**config.mk**
```make
export PLATFORM = sky130hd
export DESIGN_NAME = mem_port_arbiter
export DESIGN_NICKNAME = d
export VERILOG_FILES = /design/src/rtl/mem_arb_pkg.sv /design/src/rtl/mem_port_arbiter.sv
export SDC_FILE = /design/constraint.sdc
export NUM_CORES = 1
export LEC_CHECK = 0
export CAP_MARGIN = 20
export CORE_AREA = 2 2 99 101
export CTS_BUF_LIST = sky130_fd_sc_hd__clkbuf_2
export DETAILED_ROUTE_END_ITERATION = 8
export DIE_AREA = 0 0 101 103
export GPL_TIMING_DRIVEN = 1
export PLACE_DENSITY = 0.72
export REMOVE_ABC_BUFFERS = 1
export SLEW_MARGIN = 30
export SYNTH_ARGS = -nofsm -noshare
export SYNTH_HDL_FRONTEND = slang
export SYNTH_SLANG_ARGS = --single-unit
```
**constraint.sdc**
```tcl
create_clock -name clk -period 2.3 [get_ports clk]
set_clock_uncertainty 0.15 [all_clocks]
set_input_delay 0.345 -clock clk [delete_from_list [all_inputs] [get_ports clk]]
set_output_delay 0.345 -clock clk [all_outputs]
set_load 0.005 [all_outputs]
```
**src/rtl/mem_arb_pkg.sv**
```systemverilog
// Shared definitions for the MCB write-port arbiter.
// It holds the FSM state encodings, the MCB user-port field widths and the MCB write instruction.
package mem_arb_pkg;

  typedef enum logic [1:0] {
    ST_IDLE   = 2'd0,
    ST_GRANT0 = 2'd1,
    ST_GRANT1 = 2'd2,
    ST_DRAIN  = 2'd3
  } arb_state_t;

  localparam int INSTR_W = 3;
  localparam int BL_W    = 6;
  localparam int ADDR_W  = 30;
  localparam int MASK_W  = 4;
  localparam int DATA_W  = 32;
  localparam int HOLD_W  = 16;

  localparam logic [INSTR_W-1:0] MCB_INSTR_WRITE = 3'b000;

  // Port 1 wins when it is the only requester, or on a tie when port 0 was served last.
  function automatic logic pick_port1(input logic req_0, input logic req_1, input logic last);
    return req_1 && (!req_0 || !last);
  endfunction

endpackage

```
**src/rtl/mem_port_arbiter.sv**
```systemverilog
// Arbitrates the single MCB write port between the SD boot loader (port 0) and the CPU/GPU path (port 1).
// Ownership is locked while req is high, and the MCB FIFOs drain before the port is handed over.
module mem_port_arbiter
  import mem_arb_pkg::*;
#(
  parameter int HOLD_MAX = 65535
) (
  input  logic                clk,
  input  logic                reset_n,

  input  logic                req_0,
  input  logic                req_1,
  output logic                gnt_0,
  output logic                gnt_1,

  input  logic                cmd_en_0,
  input  logic [INSTR_W-1:0]  cmd_instr_0,
  input  logic [BL_W-1:0]     cmd_bl_0,
  input  logic [ADDR_W-1:0]   cmd_byte_addr_0,
  input  logic                wr_en_0,
  input  logic [MASK_W-1:0]   wr_mask_0,
  input  logic [DATA_W-1:0]   wr_data_0,
  output logic                cmd_full_0,
  output logic                wr_full_0,

  input  logic                cmd_en_1,
  input  logic [INSTR_W-1:0]  cmd_instr_1,
  input  logic [BL_W-1:0]     cmd_bl_1,
  input  logic [ADDR_W-1:0]   cmd_byte_addr_1,
  input  logic                wr_en_1,
  input  logic [MASK_W-1:0]   wr_mask_1,
  input  logic [DATA_W-1:0]   wr_data_1,
  output logic                cmd_full_1,
  output logic                wr_full_1,

  output logic                mem_cmd_en,
  output logic [INSTR_W-1:0]  mem_cmd_instr,
  output logic [BL_W-1:0]     mem_cmd_bl,
  output logic [ADDR_W-1:0]   mem_cmd_byte_addr,
  output logic                mem_wr_en,
  output logic [MASK_W-1:0]   mem_wr_mask,
  output logic [DATA_W-1:0]   mem_wr_data,
  input  logic                mem_cmd_full,
  input  logic                mem_cmd_empty,
  input  logic                mem_wr_full,
  input  logic                mem_wr_empty,

  output logic [1:0]          owner,
  output logic                timeout
);

  localparam logic [HOLD_W-1:0] HOLD_LIMIT = HOLD_W'(HOLD_MAX);

  arb_state_t        state;
  logic              last;
  logic [HOLD_W-1:0] hold_cnt;
  logic [HOLD_W-1:0] hold_next;
  logic              owner_req;

  assign hold_next = hold_cnt + 16'd1;
  assign owner_req = (state == ST_GRANT0) ? req_0 : req_1;

  // The hold counter only advances while a grant is live and sticks at all-ones.
  always_ff @(posedge clk or negedge reset_n) begin
    if (!reset_n) begin
      state    <= ST_IDLE;
      gnt_0    <= 1'b0;
      gnt_1    <= 1'b0;
      last     <= 1'b1;
      hold_cnt <= '0;
      timeout  <= 1'b0;
    end else begin
      case (state)
        ST_IDLE: begin
          if (req_0 || req_1) begin
            hold_cnt <= '0;
            if (pick_port1(req_0, req_1, last)) begin
              state <= ST_GRANT1;
              gnt_1 <= 1'b1;
              last  <= 1'b1;
            end else begin
              state <= ST_GRANT0;
              gnt_0 <= 1'b1;
              last  <= 1'b0;
            end
          end
        end
        ST_GRANT0, ST_GRANT1: begin
          if (!owner_req) begin
            state <= ST_DRAIN;
            gnt_0 <= 1'b0;
            gnt_1 <= 1'b0;
          end
          if (hold_cnt != '1) begin
            hold_cnt <= hold_next;
            if (HOLD_MAX != 0 && hold_next == HOLD_LIMIT)
              timeout <= 1'b1;
          end
        end
        ST_DRAIN: begin
          if (mem_cmd_empty && mem_wr_empty)
            state <= ST_IDLE;
        end
        default: begin
          state <= ST_IDLE;
          gnt_0 <= 1'b0;
          gnt_1 <= 1'b0;
        end
      endcase
    end
  end

  // Strobes from whichever port is not granted never reach the MCB.
  always_comb begin
    mem_cmd_en        = 1'b0;
    mem_cmd_instr     = '0;
    mem_cmd_bl        = '0;
    mem_cmd_byte_addr = '0;
    mem_wr_en         = 1'b0;
    mem_wr_mask       = '0;
    mem_wr_data       = '0;
    if (gnt_0) begin
      mem_cmd_en        = cmd_en_0;
      mem_cmd_instr     = cmd_instr_0;
      mem_cmd_bl        = cmd_bl_0;
      mem_cmd_byte_addr = cmd_byte_addr_0;
      mem_wr_en         = wr_en_0;
      mem_wr_mask       = wr_mask_0;
      mem_wr_data       = wr_data_0;
    end else if (gnt_1) begin
      mem_cmd_en        = cmd_en_1;
      mem_cmd_instr     = cmd_instr_1;
      mem_cmd_bl        = cmd_bl_1;
      mem_cmd_byte_addr = cmd_byte_addr_1;
      mem_wr_en         = wr_en_1;
      mem_wr_mask       = wr_mask_1;
      mem_wr_data       = wr_data_1;
    end
  end

  assign cmd_full_0 = mem_cmd_full | ~gnt_0;
  assign wr_full_0  = mem_wr_full  | ~gnt_0;
  assign cmd_full_1 = mem_cmd_full | ~gnt_1;
  assign wr_full_1  = mem_wr_full  | ~gnt_1;
  assign owner      = {gnt_1, gnt_0};

endmodule

```
==> metrics list <==
- Counting distinct cell types in the post-synthesis netlist gives 49.
- Number of synthesized register bits: 22
- In the layout the commonest cells are 183 x clkdlybuf4s50_1, 74 x a22o_1, 38 x clkbuf_2.
- Number of top-level pins: approximately 250
- In the final timing run, aggregate negative setup slack is -1.42 ns.
* Max-slew violation total from the final report: 0
* First drt pass iteration count: 4
- Setup repair after global routing could not meet its margin everywhere.
- The final layout contains 692 nets.
* Bufs on Longest Clock Path: 2
- Dominant combinational cell family by area after synthesis: compound AO/OA/AOI/OAI gates
- Transition time at the pin with the least slew margin: approximately 0.53 ns
- Overflow left after global routing: 0
- TritonCTS built the clock tree.
- Count of antenna-violating nets left after detailed routing: 0
- Arrival @ worst endpoint: between 1.5 and 2 ns
- DRC violations left: 0
* Fraction of the core area covered by cells at the end of the flow: 0.534
- The library cell used most frequently in the layout, excluding fill and tap cells, is clkdlybuf4s50_1.
- At the end of routability-driven placement, the weighted congestion stood at between 0.7 and 0.8.
- For this block, wires on met1 add up to approximately 6300 um.
* Wirelength per Cell: around 22 um
- The number of antenna violations at the first check in global routing was 2.
* Layout overhead on the synthesized area: 122%
- The flow ran to the end, but the final reports show violations.
- Adder-cell area share of the yosys netlist: 0.0331
- First-pass GRT wire length: around 18000 um
- For this design the static power due to leakage is 2.31 nW.
- Buffers inserted during clock tree synthesis total 3.
* Storage element area: ~550 um2
- The detailed router used layers up to and including met5.
- Part of the Yosys area used for sequential elements: 0.243
- CP Class: flip-flop to output port
- Starting density of the core: 0.240
- Row count: 36
* Wire length on met3: approximately 1100 um
- Number of design-rule violations left by the first detailed-router iteration: 139
- Routed vias/inst: about 5.3
- In this run the number of H-tree levels came out at 1.
* Biggest fanout along the worst timing path: 42
- YS warnings: 0
- Final worst-path setup slack: -0.146 ns
- The share of the synthesized area in compound gates (AO/OA/AOI/OAI) is 0.471.
- The die covers about 10000 um2.
- Averaged over all synthesized cells, the footprint is 8.38 um2.
- Setup violations remaining at the end of the flow were counted as 16.
* Vias in the first global route: 3135
* Pre-CTS worst setup slack: ~0.052 ns
* Failing checks: negative setup slack
- Hold crit path type: input port to asynchronous set/reset pin
- Counting every instance in the synthesized netlist gives roughly 270.
- In this run the clock root is driven by a clkbuf_2.
* Die width: just over 100 um
- Data required time at the worst endpoint: around 1.8 ns
* Routed length on met2: approximately 6300 um
* Xor/xnor cell area share of the yosys netlist: 0.0154
- The mapped netlist covers 2270 um2.
* Pwr per Cell Area: 915 nW/um2
* Via Count: roughly 3.4k
- Die H: a little over 100 um
- The worst setup path is launched from a flip-flop.
* Hold Vio Cnt, Final: 0
- After clock tree synthesis, the clock-pin slew on the worst setup and hold paths is ~0.22 ns.
- Minimum clock period after layout: about 2.4 ns
- Measured against the total synthesized area, the mux share comes to 0.00441.
- Total of buffers placed on input and output ports: about 250
* Fmax: 0.409 GHz
- Counting the fill cells in the layout gives slightly below 900.
* Detailed placement HPWL: about 11000 um
- IR analysis of the VDD net gives a maximum drop of 0.000423 V.
- Across every metal layer, demand over resource in global routing totals 0.235.
- The region available for standard cell placement spans about 9500 um2.
- The multi-input combinational cells in the finished layout cover a total of 1600 um2.
- The clock reaches the later pin of the worst-skew pair after ~0.34 ns.
- Worst relative slew slack: 0.645
* Share of post-route cells with drive strength above 1: 0.168
- After layout, the design draws a total of approximately 0.0046 W.
- Sink count of the clock tree: 22
* Final Routed Wirelength: about 14000 um
* Share of the cycle needed by the critical path after routing: 1.06
* Post-synthesis share of cell area spent on and, or, nand and nor gates: 0.159
- The tool flagged a number of max-cap violations equal to 0.
* Hold Buf Count CTS: 0
- The worst setup path is captured at an output port.
* Maximum number of pins on one net before global-route repair: 43
-- critical path: stages, from the launching register on --
cell and delay, ns:
dfrtp_2 0.44, buf_4 0.13, buf_12 0.21, a22o_1 0.28, clkdlybuf4s50_1 0.55
-- synthesized netlist by cell type (all sizes together) --
library cell  count  area [um2]
a21o              1        7.51
o211a             1        10.0
o41ai             2        25.0
nand2b            6        37.5
nand4b            1        8.76
nor4              1        21.3
a22o             79         692
xnor2             2        17.5
clkbuf           18        67.6
buf              11        70.1
o21bai            1        7.51
o22ai             4        25.0
nand2            20        75.1
o31ai             8        60.1
and4              1        8.76
or3b              1        8.76
and3              3        18.8
and2              1        6.26
xor2              2        17.5
o21a              1        7.51
nor2b             4        25.0
or3               2        12.5
or2               1        6.26
dfrtp            21         526
mux2i             1        10.0
dfstp             1        26.3
nand4             2        18.8
a31oi             5        31.3
inv               8        30.0
ha                6        75.1
or2b              1        7.51
a41o              1        10.0
nor3              2        15.0
a21boi            1        7.51
nor2              6        22.5
a32oi             1        8.76
nor4b             1        23.8
nand3             8        45.0
o211ai            1        7.51
o21ai            26         130
a21oi             8        40.0
-- what timing repair did --
| action | CTS | global route |
|---|---|---|
| cloned | 3 | 3 |
| gates resized for setup | 64 | 98 |
| endpoints found under the setup margin | 76 | 40 |
| setup buffers | 5 | 3 |
| pin swaps | 0 | 3 |
-- power by group --
| part | switching (W) | internal [W] | total (W) | leakage [nW] |
|---|---|---|---|---|
| clock | 0.000122 | 0.0000460 | 0.000168 | 0.0166 |
| combinational | 0.00185 | 0.00208 | 0.00393 | 2.00 |
| sequential | 0.0000552 | 0.000465 | 0.000520 | 0.294 |
-- state kept, by name, indices dropped and copies added, names as in the netlist --
| signal | flops |
|---|---|
| state | 2 |
| gnt_1 | 1 |
| hold_cnt | 16 |
| timeout | 1 |
| gnt_0 | 1 |
| last | 1 |
-- stage by stage --
step | area [um2] | cells | hold WS, ns
2_1_floorplan | 2130 | 242 | -0.101
3_3_place_gp | 4920 | 619 | 0.319
3_5_place_dp | 4920 | 619 | 0.317
4_1_cts | 5020 | 631 | 0.167
5_1_grt | 5050 | 638 | 0.176
6_report | 5050 | 638 | 0.161
-- area by class of cell --
cell class,instances,area share
Antenna cell,1,0.000496
Clock buffer,4,0.00397
Inverter,8,0.00595
Multi-Input combinational cell,212,0.318
Sequential cell,22,0.110
Tap cell,114,0.0283
Timing Repair Buffer,277,0.534
-- routing by layer --
metal / track usage / vias up
li1: - / 1571
met1: 0.337 / 1634
met2: 0.375 / 166
met3: 0.0495 / 14
met4: 0.0291 / 2
met5: 0 / -
-- cells by family (layout without fill, tap and decap cells) --
| group | Yosys count | count (layout) |
|---|---|---|
| AOI/OAI and AO/OA | 140 | 140 |
| other | 0 | 1 |
| buffers and inverters | 37 | 289 |
| and+or+nand+nor | 61 | 61 |
| muxes | 1 | 1 |
| xor gates and xnor gates | 4 | 4 |
| adders and majority gates | 6 | 6 |
| DFF | 22 | 22 |
-- worst paths after layout --
check,slack (ns),startpoint,depth (start not counted),endpoint
max,-0.15,gnt_0,4,mem_cmd_bl[0]
max reg2reg,0.11,state[0],7,hold_cnt[9]
min in group clk,0.35,timeout,1,timeout
max in group asynchronous,1.54,reset_n,2,last
min,0.16,reset_n,2,hold_cnt[7]
min reg2reg,0.35,timeout,1,timeout
No activity file was read; power rests on OpenSTA's default activity.
